==> config.mk <==
export PLATFORM = sky130hd
export DESIGN_NAME = parking_meter_core_flat
export DESIGN_NICKNAME = d
export VERILOG_FILES = /design/src/rtl/parking_meter_if.sv /design/src/rtl/parking_meter_core.sv /design/src/flat_wrapper.sv
export SDC_FILE = /design/constraint.sdc
export NUM_CORES = 1
export LEC_CHECK = 0
export CORE_UTILIZATION = 40
export CTS_BUF_LIST = sky130_fd_sc_hd__clkbuf_4 sky130_fd_sc_hd__clkbuf_8
export CTS_CLUSTER_SIZE = 10
export DETAILED_ROUTE_END_ITERATION = 7
export GPL_TIMING_DRIVEN = 0
export PLACE_DENSITY = 0.64
export RECOVER_POWER = 25
export SYNTH_ARGS = -nofsm -noshare
export SYNTH_HDL_FRONTEND = slang
export SYNTH_SLANG_ARGS = --single-unit
==> constraint.sdc <==
create_clock -name clk -period 5.81 [get_ports clk]
set_input_delay 1.162 -clock clk [delete_from_list [all_inputs] [get_ports clk]]
set_output_delay 1.162 -clock clk [all_outputs]
set_load 0.01 [all_outputs]
==> src/rtl/parking_meter_if.sv <==
// ---------------------------------------------------------------------------
// parking_meter_if
//   Bundles the stimulus and status signals of the parking-meter core.
//   The compile-time macro PARKING_METER_FLASH_EN changes only the behaviour
//   of blank_o inside the core. The signal list is the same in both builds.
//
//   Parameters : NUM_COINS, NUM_PRESETS, MAX_COUNT, DIGITS. These must match
//                the values given to the core.
//   Signals    : coin_i    [NUM_COINS]   debounced coin buttons (level)
//                preset_i  [NUM_PRESETS] preset-load requests (level)
//                count_o   [CW]          binary balance
//                bcd_o     [4*DIGITS]    packed BCD balance, digit 0 in [3:0]
//                bcd_valid               1-cycle pulse when bcd_o updates
//                tick_o                  1-cycle pulse per countdown tick
//                expired_o               balance is zero
//                blank_o                 display blank request (flash phase)
//   Modports   : master drives coins/presets (stimulus side),
//                slave is the meter core.
// ---------------------------------------------------------------------------
interface parking_meter_if #(
    parameter int NUM_COINS   = 4,
    parameter int NUM_PRESETS = 2,
    parameter int MAX_COUNT   = 9999,
    parameter int DIGITS      = 4
);
    localparam int CW = $clog2(MAX_COUNT + 1);

    logic [NUM_COINS-1:0]   coin_i;
    logic [NUM_PRESETS-1:0] preset_i;
    logic [CW-1:0]          count_o;
    logic [4*DIGITS-1:0]    bcd_o;
    logic                   bcd_valid;
    logic                   tick_o;
    logic                   expired_o;
    logic                   blank_o;

    modport master (
        output coin_i, preset_i,
        input  count_o, bcd_o, bcd_valid, tick_o, expired_o, blank_o
    );

    modport slave (
        input  coin_i, preset_i,
        output count_o, bcd_o, bcd_valid, tick_o, expired_o, blank_o
    );
endinterface

==> src/rtl/parking_meter_core.sv <==
// ---------------------------------------------------------------------------
// parking_meter_core
//   Parking-meter time accumulator. It provides these functions:
//     - Rising-edge detection on N coin buttons. Each insertion credits its
//       coin value once.
//     - N preset channels that load a fixed balance.
//     - A countdown divider that removes one unit per tick.
//     - Saturation of the balance at MAX_COUNT.
//     - A multi-cycle sequential double-dabble that converts the balance to
//       packed BCD for the seven-segment scanner.
//
//   Optional feature: macro PARKING_METER_FLASH_EN.
//     - Defined: blank_o toggles on every tick while the balance is below
//       FLASH_THRESH. It clears on the next clock once the balance reaches
//       FLASH_THRESH again.
//     - Undefined: blank_o is tied low and no phase register exists.
//
//   Ports:
//     clk    system clock
//     reset  asynchronous active-high reset
//     bus    parking_meter_if.slave (coin_i, preset_i in; count_o, bcd_o,
//            bcd_valid, tick_o, expired_o, blank_o out)
// ---------------------------------------------------------------------------
module parking_meter_core #(
    parameter int                     NUM_COINS    = 4,
    parameter logic [16*NUM_COINS-1:0] COIN_VALS   = {16'd550, 16'd200, 16'd180, 16'd10},
    parameter int                     NUM_PRESETS  = 2,
    parameter logic [16*NUM_PRESETS-1:0] PRESET_VALS = {16'd205, 16'd10},
    parameter int                     MAX_COUNT    = 9999,
    parameter int                     DIGITS       = 4,
    parameter int                     TICK_DIV     = 100_000_000,
    parameter int                     FLASH_THRESH = 200
) (
    input  logic             clk,
    input  logic             reset,
    parking_meter_if.slave   bus
);
    localparam int CW = $clog2(MAX_COUNT + 1);
    // The arithmetic width leaves headroom for the full balance plus every
    // coin credited in the same cycle, so the sum cannot wrap.
    localparam int AW = CW + 2 + $clog2(NUM_COINS);
    localparam int DW = (TICK_DIV > 1) ? $clog2(TICK_DIV) : 1;
    localparam int IW = $clog2(CW) + 1;

    // ------------------------------------------------------------------
    // Coin edge detection
    // ------------------------------------------------------------------
    logic [NUM_COINS-1:0] coin_q_reg;
    logic [NUM_COINS-1:0] coin_pulse;

    always_ff @(posedge clk or posedge reset) begin
        if (reset) begin
            coin_q_reg <= '0;
        end else begin
            coin_q_reg <= bus.coin_i;
        end
    end

    assign coin_pulse = bus.coin_i & ~coin_q_reg;

    // ------------------------------------------------------------------
    // Tick divider: tick_reg is high in the cycle after the wrap to 0
    // ------------------------------------------------------------------
    logic [DW-1:0] div_reg;
    logic          tick_reg;

    always_ff @(posedge clk or posedge reset) begin
        if (reset) begin
            div_reg  <= '0;
            tick_reg <= 1'b0;
        end else if (div_reg == DW'(TICK_DIV - 1)) begin
            div_reg  <= '0;
            tick_reg <= 1'b1;
        end else begin
            div_reg  <= div_reg + DW'(1);
            tick_reg <= 1'b0;
        end
    end

    // ------------------------------------------------------------------
    // Balance update
    // ------------------------------------------------------------------
    logic [CW-1:0] count_reg;
    logic [CW-1:0] count_next;
    logic [AW-1:0] coin_add [NUM_COINS];
    logic [AW-1:0] add_sum;
    logic [AW-1:0] sum_full;
    logic          preset_hit;
    logic [CW-1:0] preset_val;
    logic          dec;

    genvar gi;
    generate
        for (gi = 0; gi < NUM_COINS; gi++) begin : g_coin
            assign coin_add[gi] = coin_pulse[gi] ? AW'(COIN_VALS[16*gi +: 16]) : '0;
        end
    endgenerate

    assign dec = tick_reg && (count_reg != '0);

    always_comb begin
        add_sum = '0;
        for (int k = 0; k < NUM_COINS; k++) begin
            add_sum = add_sum + coin_add[k];
        end
    end

    // The scan runs from the highest index down, so the lowest active
    // preset is the one that remains.
    always_comb begin
        preset_hit = 1'b0;
        preset_val = '0;
        for (int j = NUM_PRESETS - 1; j >= 0; j--) begin
            if (bus.preset_i[j]) begin
                preset_hit = 1'b1;
                preset_val = CW'(PRESET_VALS[16*j +: 16]);
            end
        end
    end

    assign sum_full = AW'(count_reg) - AW'(dec) + add_sum;

    always_comb begin
        count_next = sum_full[CW-1:0];
        if (preset_hit) begin
            count_next = preset_val;
        end else if (sum_full > AW'(MAX_COUNT)) begin
            count_next = CW'(MAX_COUNT);
        end
    end

    always_ff @(posedge clk or posedge reset) begin
        if (reset) begin
            count_reg <= '0;
        end else begin
            count_reg <= count_next;
        end
    end

    // ------------------------------------------------------------------
    // Sequential double-dabble converter
    // ------------------------------------------------------------------
    typedef enum logic [1:0] {IDLE, LOAD, SHIFT, DONE} state_t;

    state_t              state_reg;
    logic [CW-1:0]       snap_reg;
    logic [CW-1:0]       bin_reg;
    logic [4*DIGITS-1:0] work_reg;
    logic [4*DIGITS-1:0] work_adj;
    logic [IW-1:0]       iter_reg;
    logic [4*DIGITS-1:0] bcd_reg;
    logic                bcd_valid_reg;

    // Add 3 to every nibble of 5 or more before each shift.
    generate
        for (gi = 0; gi < DIGITS; gi++) begin : g_adj
            assign work_adj[4*gi +: 4] = (work_reg[4*gi +: 4] >= 4'd5)
                                       ? work_reg[4*gi +: 4] + 4'd3
                                       : work_reg[4*gi +: 4];
        end
    endgenerate

    // snap_reg records the last value taken for conversion. A difference
    // from the live balance starts a new conversion. Changes made while a
    // conversion runs are picked up when the FSM returns to IDLE.
    always_ff @(posedge clk or posedge reset) begin
        if (reset) begin
            state_reg     <= IDLE;
            snap_reg      <= '0;
            bin_reg       <= '0;
            work_reg      <= '0;
            iter_reg      <= '0;
            bcd_reg       <= '0;
            bcd_valid_reg <= 1'b0;
        end else begin
            bcd_valid_reg <= 1'b0;
            case (state_reg)
                IDLE: begin
                    if (snap_reg != count_reg) begin
                        state_reg <= LOAD;
                    end
                end
                LOAD: begin
                    snap_reg  <= count_reg;
                    bin_reg   <= count_reg;
                    work_reg  <= '0;
                    iter_reg  <= '0;
                    state_reg <= SHIFT;
                end
                SHIFT: begin
                    {work_reg, bin_reg} <= {work_adj, bin_reg} << 1;
                    iter_reg <= iter_reg + IW'(1);
                    if (iter_reg == IW'(CW - 1)) begin
                        state_reg <= DONE;
                    end
                end
                DONE: begin
                    bcd_reg       <= work_reg;
                    bcd_valid_reg <= 1'b1;
                    state_reg     <= IDLE;
                end
                default: begin
                    state_reg <= IDLE;
                end
            endcase
        end
    end

    // ------------------------------------------------------------------
    // Low-balance flash
    // ------------------------------------------------------------------
`ifdef PARKING_METER_FLASH_EN
    logic phase_reg;

    always_ff @(posedge clk or posedge reset) begin
        if (reset) begin
            phase_reg <= 1'b0;
        end else if (count_reg >= CW'(FLASH_THRESH)) begin
            phase_reg <= 1'b0;
        end else if (tick_reg) begin
            phase_reg <= ~phase_reg;
        end
    end

    assign bus.blank_o = phase_reg;
`else
    assign bus.blank_o = 1'b0;
`endif

    // ------------------------------------------------------------------
    // Outputs
    // ------------------------------------------------------------------
    assign bus.count_o   = count_reg;
    assign bus.tick_o    = tick_reg;
    assign bus.expired_o = (count_reg == '0);
    assign bus.bcd_o     = bcd_reg;
    assign bus.bcd_valid = bcd_valid_reg;

endmodule

==> src/flat_wrapper.sv <==
// flat-port wrapper written by rule: the top's interface ports become plain ports
module parking_meter_core_flat 
#(
    parameter int                     NUM_COINS    = 4,
    parameter logic [16*NUM_COINS-1:0] COIN_VALS   = {16'd550, 16'd200, 16'd180, 16'd10},
    parameter int                     NUM_PRESETS  = 2,
    parameter logic [16*NUM_PRESETS-1:0] PRESET_VALS = {16'd205, 16'd10},
    parameter int                     MAX_COUNT    = 9999,
    parameter int                     DIGITS       = 4,
    parameter int                     TICK_DIV     = 100_000_000,
    parameter int                     FLASH_THRESH = 200
)
  (clk, reset, bus_coin_i, bus_preset_i, bus_count_o, bus_bcd_o, bus_bcd_valid, bus_tick_o, bus_expired_o, bus_blank_o);
  parking_meter_if #(.NUM_COINS(NUM_COINS), .NUM_PRESETS(NUM_PRESETS), .MAX_COUNT(MAX_COUNT), .DIGITS(DIGITS)) bus_i ();
  input  logic clk;
  input  logic reset;
  input wire logic [$bits(bus_i.coin_i)-1:0] bus_coin_i;
  input wire logic [$bits(bus_i.preset_i)-1:0] bus_preset_i;
  output wire logic [$bits(bus_i.count_o)-1:0] bus_count_o;
  output wire logic [$bits(bus_i.bcd_o)-1:0] bus_bcd_o;
  output wire logic [$bits(bus_i.bcd_valid)-1:0] bus_bcd_valid;
  output wire logic [$bits(bus_i.tick_o)-1:0] bus_tick_o;
  output wire logic [$bits(bus_i.expired_o)-1:0] bus_expired_o;
  output wire logic [$bits(bus_i.blank_o)-1:0] bus_blank_o;
  assign bus_i.coin_i = bus_coin_i;
  assign bus_i.preset_i = bus_preset_i;
  assign bus_count_o = bus_i.count_o;
  assign bus_bcd_o = bus_i.bcd_o;
  assign bus_bcd_valid = bus_i.bcd_valid;
  assign bus_tick_o = bus_i.tick_o;
  assign bus_expired_o = bus_i.expired_o;
  assign bus_blank_o = bus_i.blank_o;
  parking_meter_core #(.NUM_COINS(NUM_COINS), .COIN_VALS(COIN_VALS), .NUM_PRESETS(NUM_PRESETS), .PRESET_VALS(PRESET_VALS), .MAX_COUNT(MAX_COUNT), .DIGITS(DIGITS), .TICK_DIV(TICK_DIV), .FLASH_THRESH(FLASH_THRESH)) u_core (.clk(clk), .reset(reset), .bus(bus_i));
endmodule
==> results.md <==
- Once the floorplan was initialized, standard cells occupied 40.7% of the core.
- In this run the static leakage power is between 3 and 4 nW.
- The maximum resistive drop on vdd is about 0.14 mV.
- The final-report hold violation count is 0.
- For this run, the leading register cell type out of synthesis is sky130_fd_sc_hd__dfrtp_1.
- The number of synthesized flops with an enable pin is 0.
- The count of state elements after synthesis is 114.
- TritonCTS built the clock tree.
- By startpoint and endpoint, the worst setup path is classified as flip-flop to flip-flop.
- The flow ran to the end, but the final reports show violations.
- The register with the most flip-flops in the layout has 27 of them.
- The count of pins on the block boundary is between 40 and 50.
- The routed layout has between 4000 and 5000 vias.
- The Yosys step of the flow raised 0 warnings.
- The main combinational cell family by area after synthesis is simple AND/OR/NAND/NOR gates.
- The die height is approximately 130 um.
- The power per unit of standard cell area is approximately 370 mW/mm^2.
- The synthesized netlist devotes approximately a tenth of its cell area to compound gates.
- The number of nets with antenna violations after routing is 0.
- No sink is reached through more buffers than the 2 on the longest clock path.
- Clock skew on the completed layout was measured at 9.69 ps.
- The average detailed-routed wire length per instance is 15.0 um.
- The checks that failed: max-capacitance violations, max-slew violations.
- The startpoint identified for the worst hold timing path is u_core.div_reg[0].
- The placer congestion estimate is 0.868.
- The number of setup violations in the final report is 0.
- The die area is 0.0159 mm^2.
- In this run the worst path has a maximum fanout of 10.
- After detailed routing, the number of remaining DRC violations is 0.
- The number of buffers created by CTS is 17.
- The post-route setup TNS is 0 ps.
- The deepest level of the CTS H-tree is 4.
- The remaining global-route overflow is 0.
- The later pin in the worst-skew pair is clocked with a latency of about 440 ps.
- The synthesized netlist occupies a cell area of 0.00616 mm^2.
- The fraction of registers with async set or reset after synthesis is 100%.
- The worst pin sits at a relative slew slack of -30.2%.
- The basic-gate share of the synthesized area counting and, or, nand and nor cells is between 10% and 20%.
- The global-route wire length before repair is approximately 22000 um.
- The DRC violation total after the first TritonRoute iteration is around 290.
- In this run the mean area of a mapped cell was between 10 and 15 um^2.
- Synthesis produced a netlist whose cell count is 590.
- The startpoint class of the critical path is a flip-flop.
- Setup repair after global routing left no endpoint under its margin.
- The number of nets in the synthesized netlist is 633.
- Across every metal layer, demand over resource in global routing totals 17.9%.
- The kind of capture point of the worst setup path is a flip-flop.
- The number of antenna diodes in the final layout is 0.
- At the pin with the least slew margin, the transition time is ~1900 ps.
- Summing all multi-input logic gate instances after layout gives 0.00307 mm^2.
- Clock-pin slew was measured on the worst setup and hold paths at approximately 70 ps.
- The count of port buffers added during placement is 40.
- The startpoint identified for the worst register-to-register timing path is u_core.bus.count_o[6].
- The number of max-capacitance violations reported is 1.
- In the routed layout, each cell is associated on average with a via count of 5.22.
- The number of antenna violations at the first check in global routing is 0.
- Entering global routing, the biggest net connects 74 pins.
- Yosys mapped the design onto 61 distinct sky130hd cell types.
- From left edge to right edge, the die measures 126 um.
- Sequential cells were found to cover 46.3% of the synthesized design area.
- The clock sink count is around 110.
- The total length of routed wires is 12800 um.
- Overall power consumption after layout is estimated at around 0.0027 W.
- The arrival time of the worst setup path is 5850 ps.
- The first-pass iteration count of the detailed router is 4.
- Detailed placement ended at an HPWL of 9190 um.
- The share of synthesized area spent on multiplexers is 7.96%.
- The data required time at the worst endpoint is 6160 ps.
- The clock period minus worst slack is about 5500 ps.
- Of the cells placed in the final design, the portion with a size suffix greater than 1 is 12.7%.
- Tracing the worst setup path back leads to its startpoint at u_core.bus.count_o[6].
- The kind of path behind the tightest hold check is flip-flop to flip-flop.
- The number of global-route vias before repair was 4537.
- The number of core rows is 45.
- Compared with the post-synthesis result, the final layout area differs by 17.4%.
- The net count of the finished layout is a little under 700.
- The cell sitting at the root of the clock tree is a sky130_fd_sc_hd__clkbuf_8.
- The top achievable clock speed is 0.182 GHz.
- The max-slew violation total from the final report was 42.
- The count of hold-fix buffers inserted at cts is 0.
- The share of the cycle needed by the critical path after routing is 94.6%.
- Counting the fill cells in the layout gives 1386.
- In the final layout, flip-flops and latches occupy 0.00285 mm^2.
- The floorplan core area is 0.0151 mm^2.
- Summing the areas of all fa, ha and maj instances in the mapped netlist gives 7.84% of the synthesized area.
- The synthesized netlist devotes 9.10% of its cell area to XOR and XNOR gates.
[final timing paths]
| check | cells after the start | endpoint | slack [ps] |
|---|---|---|---|
| setup / recovery | 21 | u_core.bus.count_o[5] | 310 |
| hold / removal | 1 | u_core.div_reg[0] | 470 |
| setup reg to reg | 21 | u_core.bus.count_o[5] | 310 |
| hold reg to reg | 1 | u_core.div_reg[0] | 470 |
| max in group asynchronous | 3 | u_core.snap_reg[5] | 3110 |
| min in group asynchronous | 2 | u_core.bus.bcd_o[0] | 1670 |
[stage by stage]
stage / worst slack, ps / area (um^2) / instances / hold WS (ps) / util, %
after floorplan: 591 / 6160 / 590 / 433 / -
after global placement: 18.6 / 6800 / 818 / 448 / 44.9
after detailed placement: 96.1 / 6830 / 819 / 460 / 45.1
after CTS: 16.0 / 7200 / 849 / 474 / 47.6
after global routing: 5.30 / 7230 / 850 / 501 / 47.8
final: 313 / 7230 / 850 / 473 / 47.8
[timing repair]
| item | 4_1_cts | 5_1_grt |
|---|---|---|
| resized for setup | 0 | 5 |
| setup buffers | 0 | 1 |
| setup endpoints to repair | 0 | 11 |
[layout by cell type (no fill, tap or decap), types with 3 or more instances in the layout]
cell                              instances
sky130_fd_sc_hd__and3_1                   3
sky130_fd_sc_hd__mux2_2                  31
sky130_fd_sc_hd__inv_1                   38
sky130_fd_sc_hd__nand4_1                  9
sky130_fd_sc_hd__nand2b_1                10
sky130_fd_sc_hd__xnor2_1                 39
sky130_fd_sc_hd__nor4_1                   5
sky130_fd_sc_hd__ha_1                    29
sky130_fd_sc_hd__o22ai_1                 14
sky130_fd_sc_hd__o21ai_0                 16
sky130_fd_sc_hd__clkbuf_8                18
sky130_fd_sc_hd__o31ai_1                  5
sky130_fd_sc_hd__clkinv_2                 4
sky130_fd_sc_hd__nor3b_1                  3
sky130_fd_sc_hd__clkbuf_1                19
sky130_fd_sc_hd__clkdlybuf4s50_1         35
sky130_fd_sc_hd__a32o_1                   3
sky130_fd_sc_hd__a31oi_1                  5
sky130_fd_sc_hd__a21oi_1                 31
sky130_fd_sc_hd__nand2_1                 32
sky130_fd_sc_hd__mux2i_1                 13
sky130_fd_sc_hd__buf_4                    3
sky130_fd_sc_hd__xor2_1                  25
sky130_fd_sc_hd__nor3_1                   5
sky130_fd_sc_hd__fa_1                     6
sky130_fd_sc_hd__nor2_1                  63
sky130_fd_sc_hd__nand3_1                 18
sky130_fd_sc_hd__dfrtp_1                114
sky130_fd_sc_hd__dlygate4sd3_1            5
[critical path: stages, from the launching register on]
cell	delay, ps
sky130_fd_sc_hd__dfrtp_1	370
sky130_fd_sc_hd__buf_2	190
sky130_fd_sc_hd__or4_4	570
sky130_fd_sc_hd__nor2_1	180
sky130_fd_sc_hd__nand2_1	110
sky130_fd_sc_hd__nor4_2	300
sky130_fd_sc_hd__nor2b_1	90
sky130_fd_sc_hd__ha_1	210
sky130_fd_sc_hd__ha_1	240
sky130_fd_sc_hd__xnor2_1	180
sky130_fd_sc_hd__fa_1	510
sky130_fd_sc_hd__inv_1	40
sky130_fd_sc_hd__ha_1	230
sky130_fd_sc_hd__fa_1	480
sky130_fd_sc_hd__a211oi_2	250
sky130_fd_sc_hd__o2111ai_1	180
sky130_fd_sc_hd__and2_1	200
sky130_fd_sc_hd__a32oi_1	200
sky130_fd_sc_hd__xnor2_1	130
sky130_fd_sc_hd__o31ai_2	300
sky130_fd_sc_hd__buf_4	230
sky130_fd_sc_hd__nor4b_4	200
[area by class of cell]
cell class	count	share of cell area [%]
plain buffers	25	1.63
clock buffers	20	3.63
clock inverters	10	1.56
inverters	39	2.04
multi-input cells	412	42.4
flip-flops and latches	114	39.4
well taps	188	3.25
repair buffers	42	6.02
[report_power, final]
part | switching, W | internal, W
clock network | 0.000319 | 0.000394
logic | 0.000548 | 0.000394
registers | 0.0000960 | 0.000928
total | 0.000963 | 0.00172
[kinds of logic after synthesis]
family | after synthesis
buffers and inverters | 64
xor gates and xnor gates | 64
and+or+nand+nor | 172
muxes | 45
AOI/OAI and AO/OA | 95
other | 1
adders and majority gates | 35
DFF | 114
[Yosys cell counts, drive strengths merged, types with 3 or more instances]
cell type  count  area, um^2
nor3b          4        35.0
a31oi          6        37.5
nand4          9        56.3
and3           3        18.8
nor3           5        25.0
xor2          25         219
o21ai         17        88.8
nor2          63         236
clkbuf        19        71.3
nand3         18        90.1
ha            29         363
inv           39         146
o22ai         14        87.6
a32o           3        30.0
nor4           7        58.8
o31ai          6        50.1
and2           3        18.8
nor4b          4        62.6
a21oi         31         155
buf            6        46.3
mux2          32         360
nand2b        10        62.6
dfrtp        114        2850
nand2         32         120
mux2i         13         130
fa             6         120
xnor2         39         342
[per-layer routing]
metal	global-route usage (%)	routed length, um
met1	22.2	5780
met2	29.3	6310
met3	4.93	452
met4	7.65	224
met5	0	0
Power figures use the tool's default switching activity.
